File: config.mk
export PLATFORM = sky130hd
export DESIGN_NAME = matrix_key_scan_flat
export DESIGN_NICKNAME = d
export VERILOG_FILES = /design/src/rtl/matrix_key_scan_pkg.sv /design/src/rtl/matrix_key_scan_if.sv /design/src/rtl/matrix_key_scan_sync_2ff.sv /design/src/rtl/matrix_key_scan.sv /design/src/flat_wrapper.sv
export SDC_FILE = /design/constraint.sdc
export NUM_CORES = 1
export LEC_CHECK = 0
export ABC_AREA = 1
export CAP_MARGIN = 20
export CORE_AREA = 2 2 83 85
export CTS_CLUSTER_SIZE = 12
export DETAILED_ROUTE_END_ITERATION = 8
export DIE_AREA = 0 0 85 87
export DONT_BUFFER_PORTS = 1
export PLACE_DENSITY = 0.69
export SKIP_CTS_REPAIR_TIMING = 1
export SLEW_MARGIN = 15
export SYNTH_ARGS = -nofsm -noshare
export SYNTH_HDL_FRONTEND = slang
export SYNTH_SLANG_ARGS = --single-unit
File: constraint.sdc
create_clock -name clk -period 2.4 [get_ports clk]
set_clock_uncertainty 0.1 [all_clocks]
set_input_delay 0.48 -clock clk [delete_from_list [all_inputs] [get_ports clk]]
set_output_delay 0.48 -clock clk [all_outputs]
set_load 0.01 [all_outputs]
File: src/rtl/matrix_key_scan_pkg.sv
// Shared types and constants for the keypad scanner.
// Row drive table, scan states and named key codes.
package matrix_key_scan_pkg;

  typedef enum logic [1:0] {
    SCAN,
    DEB_PRESS,
    PRESSED,
    DEB_REL
  } state_e;

  localparam int KEY_W = 4;

  localparam logic [3:0] ROW_DRIVE [4] = '{
    4'b1110,
    4'b1101,
    4'b1011,
    4'b0111
  };

  localparam logic [KEY_W-1:0] KEY_MODE = 4'd0;
  localparam logic [KEY_W-1:0] KEY_SET  = 4'd1;
  localparam logic [KEY_W-1:0] KEY_UP   = 4'd2;
  localparam logic [KEY_W-1:0] KEY_DOWN = 4'd3;

  // True when exactly one column is pulled low.
  function automatic logic one_cold(
    input logic [3:0] p
  );
    int n;
    n = 0;
    for (int i = 0; i < 4; i++) begin
      if (!p[i]) n++;
    end
    return (n == 1);
  endfunction

  // Index of the low column; only meaningful when one_cold(p).
  function automatic logic [1:0] cold_idx(
    input logic [3:0] p
  );
    logic [1:0] idx;
    idx = 2'd0;
    for (int i = 0; i < 4; i++) begin
      if (!p[i]) idx = 2'(i);
    end
    return idx;
  endfunction

endpackage

File: src/rtl/matrix_key_scan_if.sv
// Key event bundle between the scanner and its consumer.
// The scanner is master; the mode/set logic is slave.
interface matrix_key_scan_if;
  import matrix_key_scan_pkg::*;

  logic [KEY_W-1:0] key_code;
  logic             key_valid;
  logic             key_held;
  logic             overrun;
  logic             key_ack;

  modport master (
    output key_code,
    output key_valid,
    output key_held,
    output overrun,
    input  key_ack
  );

  modport slave (
    input  key_code,
    input  key_valid,
    input  key_held,
    input  overrun,
    output key_ack
  );

endinterface

File: src/rtl/matrix_key_scan_sync_2ff.sv
// Two-flop synchronizer for asynchronous input pins.
// Resets to all-ones so idle pulled-up pins read inactive.
module sync_2ff #(
  parameter int WIDTH = 1
) (
  input  logic             clk,
  input  logic             rst_n,
  input  logic [WIDTH-1:0] i_d,
  output logic [WIDTH-1:0] o_q
);

  logic [WIDTH-1:0] r_meta;
  logic [WIDTH-1:0] r_sync;

  // Shift the pin through two flops.
  always_ff @(posedge clk or negedge rst_n) begin
    if (!rst_n) begin
      r_meta <= '1;
      r_sync <= '1;
    end else begin
      r_meta <= i_d;
      r_sync <= r_meta;
    end
  end

  assign o_q = r_sync;

endmodule

File: src/rtl/matrix_key_scan.sv
// 4x4 active-low keypad scanner with debounce.
// One event per press, held in a valid/ack register.
module matrix_key_scan
  import matrix_key_scan_pkg::*;
#(
  parameter int DWELL_CYC = 50000,
  parameter int DB_CYC    = 1000000
) (
  input  logic                clk,
  input  logic                rst_n,
  input  logic [3:0]          col_in,
  output logic [3:0]          row_out,
  matrix_key_scan_if.master   kbd
);

  localparam int DW = $clog2(DWELL_CYC);
  localparam int BW = $clog2(DB_CYC);

  localparam logic [DW-1:0] DWELL_LAST = DW'(DWELL_CYC - 1);
  localparam logic [BW-1:0] DB_LAST    = BW'(DB_CYC - 1);

  logic [3:0]       w_cols;

  state_e           r_state;
  logic [1:0]       r_row;
  logic [1:0]       r_col;
  logic [DW-1:0]    r_dwell;
  logic [BW-1:0]    r_db;

  state_e           w_state;
  logic [1:0]       w_row;
  logic [1:0]       w_col;
  logic [DW-1:0]    w_dwell;
  logic [BW-1:0]    w_db;
  logic             w_accept;
  logic [KEY_W-1:0] w_code;

  logic [KEY_W-1:0] r_code;
  logic             r_valid;
  logic             r_held;
  logic             r_ovr;

  sync_2ff #(
    .WIDTH (4)
  ) u_sync (
    .clk   (clk),
    .rst_n (rst_n),
    .i_d   (col_in),
    .o_q   (w_cols)
  );

  assign w_code = {r_row, r_col};

  // Scan state register and counters.
  always_ff @(posedge clk or negedge rst_n) begin
    if (!rst_n) begin
      r_state <= SCAN;
      r_row   <= 2'd0;
      r_col   <= 2'd0;
      r_dwell <= '0;
      r_db    <= '0;
    end else begin
      r_state <= w_state;
      r_row   <= w_row;
      r_col   <= w_col;
      r_dwell <= w_dwell;
      r_db    <= w_db;
    end
  end

  // Next-state: scan rows, debounce press, wait, debounce release.
  always_comb begin
    w_state  = r_state;
    w_row    = r_row;
    w_col    = r_col;
    w_dwell  = r_dwell;
    w_db     = r_db;
    w_accept = 1'b0;
    unique case (r_state)
      SCAN: begin
        if (r_dwell == DWELL_LAST) begin
          w_dwell = '0;
          if (one_cold(w_cols)) begin
            w_col   = cold_idx(w_cols);
            w_db    = '0;
            w_state = DEB_PRESS;
          end else begin
            w_row = r_row + 2'd1;
          end
        end else begin
          w_dwell = r_dwell + 1'b1;
        end
      end
      DEB_PRESS: begin
        if (w_cols != ROW_DRIVE[r_col]) begin
          w_row   = r_row + 2'd1;
          w_dwell = '0;
          w_db    = '0;
          w_state = SCAN;
        end else if (r_db == DB_LAST) begin
          w_accept = 1'b1;
          w_db     = '0;
          w_state  = PRESSED;
        end else begin
          w_db = r_db + 1'b1;
        end
      end
      PRESSED: begin
        if (w_cols == 4'hF) begin
          w_db    = '0;
          w_state = DEB_REL;
        end
      end
      DEB_REL: begin
        if (w_cols != 4'hF) begin
          w_db    = '0;
          w_state = PRESSED;
        end else if (r_db == DB_LAST) begin
          w_row   = 2'd0;
          w_dwell = '0;
          w_db    = '0;
          w_state = SCAN;
        end else begin
          w_db = r_db + 1'b1;
        end
      end
      default: begin
        w_state = SCAN;
      end
    endcase
  end

  // Key event register: newest code wins, ack clears.
  always_ff @(posedge clk or negedge rst_n) begin
    if (!rst_n) begin
      r_code  <= '0;
      r_valid <= 1'b0;
      r_ovr   <= 1'b0;
    end else if (w_accept) begin
      r_code  <= w_code;
      r_valid <= 1'b1;
      if (kbd.key_ack) begin
        r_ovr <= 1'b0;
      end else if (r_valid) begin
        r_ovr <= 1'b1;
      end
    end else if (kbd.key_ack && r_valid) begin
      r_valid <= 1'b0;
      r_ovr   <= 1'b0;
    end
  end

  // Held flag follows the press/release debounce states.
  always_ff @(posedge clk or negedge rst_n) begin
    if (!rst_n) begin
      r_held <= 1'b0;
    end else begin
      r_held <= (w_state == PRESSED) ||
                (w_state == DEB_REL);
    end
  end

  assign row_out       = ROW_DRIVE[r_row];
  assign kbd.key_code  = r_code;
  assign kbd.key_valid = r_valid;
  assign kbd.key_held  = r_held;
  assign kbd.overrun   = r_ovr;

endmodule

File: src/flat_wrapper.sv
// flat-port wrapper written by rule: the top's interface ports become plain ports
module matrix_key_scan_flat import matrix_key_scan_pkg::*;
#(
  parameter int DWELL_CYC = 50000,
  parameter int DB_CYC    = 1000000
)
  (clk, rst_n, col_in, row_out, kbd_key_code, kbd_key_valid, kbd_key_held, kbd_overrun, kbd_key_ack);
  matrix_key_scan_if kbd_i ();
  input  logic clk;
  input  logic rst_n;
  input  logic [3:0] col_in;
  output logic [3:0] row_out;
  output wire logic [$bits(kbd_i.key_code)-1:0] kbd_key_code;
  output wire logic [$bits(kbd_i.key_valid)-1:0] kbd_key_valid;
  output wire logic [$bits(kbd_i.key_held)-1:0] kbd_key_held;
  output wire logic [$bits(kbd_i.overrun)-1:0] kbd_overrun;
  input wire logic [$bits(kbd_i.key_ack)-1:0] kbd_key_ack;
  assign kbd_key_code = kbd_i.key_code;
  assign kbd_key_valid = kbd_i.key_valid;
  assign kbd_key_held = kbd_i.key_held;
  assign kbd_overrun = kbd_i.overrun;
  assign kbd_i.key_ack = kbd_key_ack;
  matrix_key_scan #(.DWELL_CYC(DWELL_CYC), .DB_CYC(DB_CYC)) u_core (.clk(clk), .rst_n(rst_n), .col_in(col_in), .row_out(row_out), .kbd(kbd_i));
endmodule
---- After elaboration in Yosys (flattened, before gate mapping) ----
Index checks and enable logic that the tools add are counted.
storage, ports and cells
  logic and storage cells ................. 105
  output and inout bits ................... 11
  bits in latches ......................... 0
  RAM bits ................................ 0
  bits of input ports ..................... 7
  bits in read-only memories .............. 0
  memories kept ........................... 0
  register bits after elaboration ......... 57
cells by class
  div/mod/pow operators ................... 0
  multiplexer cells ....................... 55
  add/subtract/negate cells ............... 6
  order comparisons ....................... 2
  shifts and indexed selects .............. 0
  reductions and logical operators ........ 10
  equality and inequality tests ........... 19
  bitwise gates (word level) .............. 2
  $mul .................................... 0
operator list
  operator                 count
  $mux W32                 11
  $mux W20                 6
  $add A32 B2 Y32 const B  3
  $pmux W20 S4             1
  $mux W16                 4
  $pmux W16 S3             1
  $eq A32 B2 Y1 const B    1
  $mux W2                  14
  $add A20 B1 Y20 const B  1
  $eq A20 B20 Y1 const B   1
  $add A16 B1 Y16 const B  1
  $bmux W4 S2              2
  $eq A16 B16 Y1 const B   1
  $mux W4                  4
  $mux W1                  10
  $ne A2 B1 Y1 const B     5
  $eq A2 B2 Y1 const B     4
  $pmux W2 S4              1
  $ge A3 B3 Y1 const B     2
  $not A2 Y3               2
  $pmux W2 S3              1
  $reduce_and A3 Y1        2
  $reduce_and A6 Y1        1
  $eq A4 B4 Y1 const B     1
  other kinds (13)         14

---- Longest topological paths before layout ----
Gate-level depths: netlist (run 1).
  depth after elaboration ................. 21
  depth in mapped cells ................... 16

---- Cells and area by module ----
Synthesis (run 1) repeated with hierarchy kept, for this count alone.
second synthesis, totals
  cell total of the unflattened synthesis .. 447
  area total of the unflattened synthesis .. 3,347.0 um^2
by module, submodules not included
  module           instances  seq. area each (um^2)  area an instance (um^2)  cells each
  matrix_key_scan  1          1,226.2                3,136.8                  439
  sync_2ff         1          210.2                  210.2                    8

---- Worst setup path after synthesis (run 1) ----
OpenSTA, ideal clock, no wires.
  path type ............................... register to register
  from .................................... register u_core.u_sync.r_sync[1], in the netlist u_core.u_sync.o_q[1]
  to ...................................... register u_core.r_db[2]
  path buffers ............................ 1
  library setup time ...................... 127 ps
  cell stages (with the launch flop) ...... 17
  arrival ................................. 2,083 ps
  path slack .............................. 90 ps
  path through ............................ dfstp_2 > inv_1 > ha_1 > inv_1 > nand2_1 > nand2_1 > inv_1 > ha_1 > nor2_1 > nand2_1 > o21ai_1 > nand2_1 > nand2_1 > nand3_1 > buf_2 > nand2_1 > o21ai_0
between the ends
  cells in the longest elaborated chain, start to end .. 14
RTL lines
  element                      RTL line                        source
  from (decl)                  matrix_key_scan_sync_2ff.sv:13  logic [WIDTH-1:0] r_sync;
  from (signal assigned)       matrix_key_scan_sync_2ff.sv:22  r_sync <= r_meta;
  $mux W32                     matrix_key_scan_pkg.sv:33       if (!p[i]) n++;
  $mux W32                     matrix_key_scan.sv:81           if (r_dwell == DWELL_LAST) begin
  $mux W32                     matrix_key_scan.sv:79           unique case (r_state)
  $add A32 B2 Y32              matrix_key_scan_pkg.sv:33
  $mux W32                     matrix_key_scan_pkg.sv:33
  $mux W32                     matrix_key_scan.sv:81
  $mux W32                     matrix_key_scan.sv:79
  $add A32 B2 Y32              matrix_key_scan_pkg.sv:33
  $mux W32                     matrix_key_scan_pkg.sv:33
  $mux W32                     matrix_key_scan.sv:81
  $mux W32                     matrix_key_scan.sv:79
  $eq A32 B2 Y1                matrix_key_scan_pkg.sv:35       return (n == 1);
  $ne A2 B1 Y1 (no line)       --
  $reduce_and A3 Y1 (no line)  --
  to (signal assigned)         matrix_key_scan.sv:67           r_db <= w_db;
  to (decl)                    matrix_key_scan.sv:28           logic [BW-1:0] r_db;
Parallel ways exist; a longest one is shown, timed or not. The select of a mux whose other input is x is not followed.
A chain may end at the register's enable or synchronous reset.

---- Worst setup path in the final report (run 1) ----
  from .................................... register u_core.u_sync.r_sync[1], in the netlist u_core.u_sync.o_q[1]
  to ...................................... register u_core.r_db[8]
The elaborated chain is that of the path after synthesis.

==> impl_metrics.yaml, run 1 <==
grt:
  antenna_found_initial: 0
  grt_max_degree: 58
  grt_pass1_wl_um: 12600
  overflow: 0
  grtUsageTotal_pct: 21.5
  grt_pass1_vias: 2815
run:
  maxCapViolCount: 0
yosys:
  yosysTopAreaCell: "dfrtp_1"
  ys_seq_area_share_pct: 40.9
  synth_compound_area_share_pct: 7.76
  yosys.cell_types.count: 32
  yosysMostFrequentCell: "nand2_1"
  synth_area_leaders: "dfrtp_1 35%, nand2_1 14%, nand3_1 6.1%"
  muxShareOfSynthArea_pct: 0
  ys_warn_count: 0
  async_reset_ff_share_pct: 100
  syn_avg_cell_area_um2: 7.43
  synth_top_area_share_pct: 34.9
  synthCells: 473
  synth_top_cells_by_count: "129 x nand2_1, 52 x nor2_1, 50 x inv_1, 49 x dfrtp_1, 43 x nand3_1"
  syn_nets: 489
  synth_top_family_by_area: "simple AND/OR/NAND/NOR gates"
  synthAdderAreaFrac_pct: 3.21
  syn-cell-area_um2: 3510
  synth-xor-area-share_pct: 5.73
  ys.flop_type: "dfrtp_1"
  ys_seq_elements: 57
  synth-edff-count: 0
  yosys.area_share.simple_pct: 34.5
sta:
  max_freq_mhz: 437
  hold_viol: 0
  rsz0062_at_grt: "yes"
  setup_viol_count_final: 0
  fin_crit_ns: 2.29
  finalCritPeriodShare_pct: 95.2
  tns_ns: 0
  worst_pin_slew_ns: 0.487
  drv_slew: 0
  maxSlewHeadroom_pct: 67.4
final_layout:
  fin_nets: 506
  fillers: 566
  syn_to_final_growth_pct: 14.5
  ff_latch_area_um2: 1440
  antennaDiodeCount: 0
  multi_input_area_um2: 1890
  drive_above_1_share_pct: 19.2
worst_setup_path:
  cp-end-kind: "register"
  cp-start-kind: "register"
  crit_type: "register to register"
  crit_start: "u_core.u_sync.o_q[1]"
  arrival_ns: 2.41
  r2r_setup_slack_ns: 0.11
  r2r_end: "u_core.r_db[8]"
  crit_required_ns: 2.52
  max_stage_delay_ns: 0.54
  cp-endpoint: "u_core.r_db[8]"
  cp_slowest_cell: "dfstp_2"
  cp_top_family: "simple AND/OR/NAND/NOR gates"
  path_max_fanout: 5
  cp_num_buf_inv: 3
  rr_worst_depth: 15
  cp_num_cells: 15
  path_cells: "inv_2 -> ha_4 -> nand2_2 -> nand2_2 -> inv_2 -> ha_4 -> nor2_4 -> nand2_2 -> o21ai_2 -> nand2_1 -> nand2_2 -> nand3_4 -> clkbuf_16 -> nand2_2 -> o21ai_1"
  rr_startpoint: "u_core.u_sync.o_q[1]"
  critPathMostFrequentCell: "nand2_2"
clock_tree:
  cts_tree: "yes"
  numCtsBuffers: 9
  cts_sinks: 57
  clk_latency_ns: 0.35
  cts.clk_slew.worst_paths_ns: 0.06
  htreeDepth: 3
  cts_root_buffer: "clkbuf_8"
  clk_path_buf_depth: 2
routing:
  vias: 3034
  vias_per_cell: 5.29
  remaining_drc_errors: 0
  drt_iter0_markers: 174
  wirelength_um: 7810
  routedWlPerCell_um: 13.6
  drtAntennaViolNets: 0
  firstDrtPassIters: 4
power_and_ir_drop:
  pwr-share-seq_pct: 50.5
  total_power_mw: 1.94
  combPwrFrac_pct: 5.2
  power.internal_mw: 1.48
  p_switching_mw: 0.459
  switching_share_pct: 23.7
  p_leak_nw: 1.84
  pwr-share-clk_pct: 44.4
  ir_worst_vdd_uv: 436
  p_per_area_nw_per_um2: 482
floorplan:
  rows: 30
  die_area_um2: 7400
  coreArea_um2: 6570
  die_w_um: 85
  start_util_pct: 53.5
  boundaryPins: 18
  die_y_um: 87
placement:
  port_buffers: 0
  place.gp.congestion: 0.870
  hpwl_um: 5190
status:
  outcome: "completed"
min_path:
  hold_class: "input pin to register"
[cells by family after synthesis]
logic type / Yosys count
simple gates: 268
buf+inv: 67
flops: 57
compound gates: 49
xor+xnor: 23
fa+ha+maj: 9
[stage by stage]
step	cells	setup slack, ns	util [%]	area, um^2	hold slack, ns
finish	574	0.114	61.2	4020	0.0281
global route	574	-0.0202	61.2	4020	0.0139
CTS	568	-0.0534	58.2	3820	-0.286
detailed placement	553	-0.0464	55.5	3650	0.0857
global placement	553	0.0304	55.5	3650	0.0856
floorplan	473	0.0902	-	3510	0.0844
[metal layers]
metal	vias up	part of all wire [%]	track usage, %
met4	0	2.1	8.95
met5	-	0	0
met3	15	4.1	4.74
li1	1553	-	-
met1	1408	49	29.8
met2	58	44	32.5
[power groups by stage]
stage	Combinational, mW	Clock (mW)	Sequential (mW)
2_1_floorplan	0.0339	0	0.995
4_1_cts	0.0498	0.871	0.977
6_report	0.100	0.860	0.978
5_1_grt	0.112	0.912	0.979
3_5_place_dp	0.0495	0	0.995
3_3_place_gp	0.0477	0	0.995
[layout make-up]
class | count | area share, %
clock buffers | 11 | 3.27
clock inverters | 4 | 1.12
inverters | 58 | 5.41
multi-input cells | 349 | 47.0
flip-flops and latches | 57 | 35.7
well taps | 80 | 2.49
repair buffers | 15 | 4.95
[sequential cells by signal, summed over array words and instances (netlist names), 2 cells and up]
signal / flops
u_core.r_col: 2
u_core.kbd.key_code: 4
u_core.r_row: 2
u_core.r_db: 20
u_core.r_dwell: 16
u_core.u_sync.o_q: 4
u_core.r_state: 2
u_core.u_sync.r_meta: 4
[cell usage in the layout, fill, tap and decap left out, types with 7 or more instances in the layout]
cell,instances
clkbuf_8,9
xor2_1,15
nand4_1,12
o21ai_1,23
o21ai_2,8
inv_1,46
xnor2_1,7
buf_4,8
o21ai_0,10
nor3_1,7
nand3_1,42
nand2_1,116
ha_1,7
dfrtp_1,49
dfstp_2,8
nor2_1,51
nand2_2,20
inv_2,12
[worst min path at each step]
stage / start / to / slack (ns) / cells after the start
after CTS: rst_n / u_core.r_dwell[3] / -0.29 / 0
after floorplan: rst_n / u_core.kbd.key_code[0] / 0.08 / 0
after detailed placement: rst_n / u_core.r_db[14] / 0.09 / 0
after global routing: col_in[1] / u_core.u_sync.r_meta[1] / 0.01 / 0
after global placement: rst_n / u_core.r_db[14] / 0.09 / 0
final: col_in[3] / u_core.u_sync.r_meta[3] / 0.03 / 0
No activity file was read; power rests on OpenSTA's default activity.
==> inputs of run 2 (changes only) <==
--- a/config.mk
+++ b/config.mk
@@ -7,12 +7,12 @@
 export LEC_CHECK = 0
 export ABC_AREA = 1
 export CAP_MARGIN = 20
-export CORE_AREA = 2 2 83 85
+export CORE_AREA = 2 2 92 94
 export CTS_CLUSTER_SIZE = 12
 export DETAILED_ROUTE_END_ITERATION = 8
-export DIE_AREA = 0 0 85 87
+export DIE_AREA = 0 0 94 96
 export DONT_BUFFER_PORTS = 1
-export PLACE_DENSITY = 0.69
+export PLACE_DENSITY = 0.58
 export SKIP_CTS_REPAIR_TIMING = 1
 export SLEW_MARGIN = 15
 export SYNTH_ARGS = -nofsm -noshare
==> run 2 against run 1 <==
Net effect: sequential cell count unchanged; maximum frequency shrank 1.3%; via count down 0.30%; combinational power barely moved; global-route usage down 3.7 points; clock power increased by 21%; design area rose by 1.1%; register-to-register slack worse by 0.03 ns; critical path type unchanged; largest cell class unchanged.
==> impl_metrics.yaml, run 2 (synthesis results as in run 1) <==
status:
  outcome: "completed"
floorplan:
  rows: 33
  start_util_pct: 43.6
  die_y_um: 96
  die_w_um: 94
  boundaryPins: 18
  coreArea_um2: 8050
  die_area_um2: 9020
placement:
  post_dp_cell_area_um2: 3670
  dpl.cell_count: 579
  hpwl_um: 5300
  place.gp.congestion: 0.892
  port_buffers: 0
  dp_slack_ns: -0.0404
worst_setup_path:
  cp_top_family: "simple AND/OR/NAND/NOR gates"
  crit_required_ns: 2.51
  path_cells: "inv_2 -> ha_4 -> inv_2 -> nand2_1 -> nand2_2 -> inv_2 -> ha_4 -> nor2_1 -> nand2_1 -> o21ai_2 -> nand2_1 -> nand2_2 -> nand3_4 -> buf_6 -> nand2_1 -> o21ai_1"
  cp-end-kind: "register"
  crit_type: "register to register"
  path_max_fanout: 5
  cp-start-kind: "register"
  critPathMostFrequentCell: "nand2_1"
  max_stage_delay_ns: 0.54
  cp_slowest_cell: "dfstp_2"
  cp_num_buf_inv: 4
  arrival_ns: 2.42
sta:
  hold_viol: 0
  tns_ns: 0
  finalCritPeriodShare_pct: 96.5
  max_freq_mhz: 432
  worst_pin_slew_ns: 0.398
  maxSlewHeadroom_pct: 73.3
  drv_slew: 0
  timing.final.ws_setup_ns: 0.0837
  whs_ns: 0.0371
  fin_crit_ns: 2.32
  setup_viol_count_final: 0
grt:
  grtUsageTotal_pct: 17.8
  grt_pass1_wl_um: 12700
  antenna_found_initial: 0
  grt_max_degree: 58
  grt_pass1_vias: 2776
  overflow: 0
power_and_ir_drop:
  p_leak_nw: 1.84
  total_power_mw: 2.11
  p_per_area_nw_per_um2: 520
  ir_worst_vdd_uv: 255
final_layout:
  fin_util_pct: 50.5
  ff_latch_area_um2: 1440
  largest_register_ffs: 20
  layout_commonest_cell: "nand2_1"
  final_cell_mix: "120 x nand2_1, 52 x nor2_1, 49 x dfrtp_1"
  max_flop_register: "u_core.r_db"
  fillers: 809
  fin_area_um2: 4070
  multi_input_area_um2: 1870
  antennaDiodeCount: 0
  syn_to_final_growth_pct: 15.7
  drive_above_1_share_pct: 19.3
  fin_nets: 508
  final_cells: 602
  reg_top3: "u_core.r_db (20), u_core.r_dwell (16)"
routing:
  vias_per_cell: 5.02
  remaining_drc_errors: 0
  routedWlPerCell_um: 12.7
  firstDrtPassIters: 4
  drt_iter0_markers: 126
  wirelength_um: 7670
  drtAntennaViolNets: 0
  vias: 3025
clock_tree:
  htreeDepth: 3
  cts_sinks: 57
  cts_root_buffer: "clkbuf_8"
  cts_tree: "yes"
  cts.clk_slew.worst_paths_ns: 0.07
  clk_latency_ns: 0.34
  clk_path_buf_depth: 2
  numCtsBuffers: 9
min_path:
  hold_class: "input pin to register"
run:
  maxCapViolCount: 0
run 2: cell count changes in the layout (fill, tap and decap cells not counted), moves of 2 or more:
cell,change
buf_4,+2
buf_6,+3
clkbuf_1,-2
clkbuf_16,-2
clkbuf_8,+2
nand2_1,+4
nand2_2,-5
run 2: layer usage:
| metal | global-route usage (%) | up-vias | wire length (um) |
|---|---|---|---|
| met5 | 0 | - | 0 |
| met4 | 6.64 | 0 | 104 |
| met3 | 4.54 | 8 | 382 |
| met2 | 27.3 | 61 | 3400 |
| met1 | 24.4 | 1409 | 3790 |
| li1 | - | 1547 | - |
run 2: area by class of cell:
class	count	share of cell area, %
Multi-Input combinational cell	349	46.1
Sequential cell	57	35.3
Inverter	58	5.35
Timing Repair Buffer	17	4.37
Clock buffer	11	3.72
Tap cell	105	3.23
Clock inverter	5	1.91
run 2: worst paths after layout:
check | start | end | slack (ns) | cells after the start
setup / recovery | u_core.u_sync.o_q[0] | u_core.r_db[0] | 0.08 | 16
hold / removal | col_in[0] | u_core.u_sync.r_meta[0] | 0.04 | 0
setup reg to reg | u_core.u_sync.o_q[0] | u_core.r_db[0] | 0.08 | 16
hold reg to reg | u_core.u_sync.r_meta[1] | u_core.u_sync.o_q[1] | 0.26 | 0
max in group asynchronous | rst_n | u_core.u_sync.o_q[3] | 1.33 | 2
min in group asynchronous | rst_n | u_core.r_db[15] | 0.56 | 2
run 2: power breakdown:
group	internal, mW	switching [mW]	total (mW)	leakage, nW
Combinational	0.0387	0.0589	0.0976	0.973
Clock	0.638	0.402	1.04	0.115
Sequential	0.973	0.00458	0.978	0.755
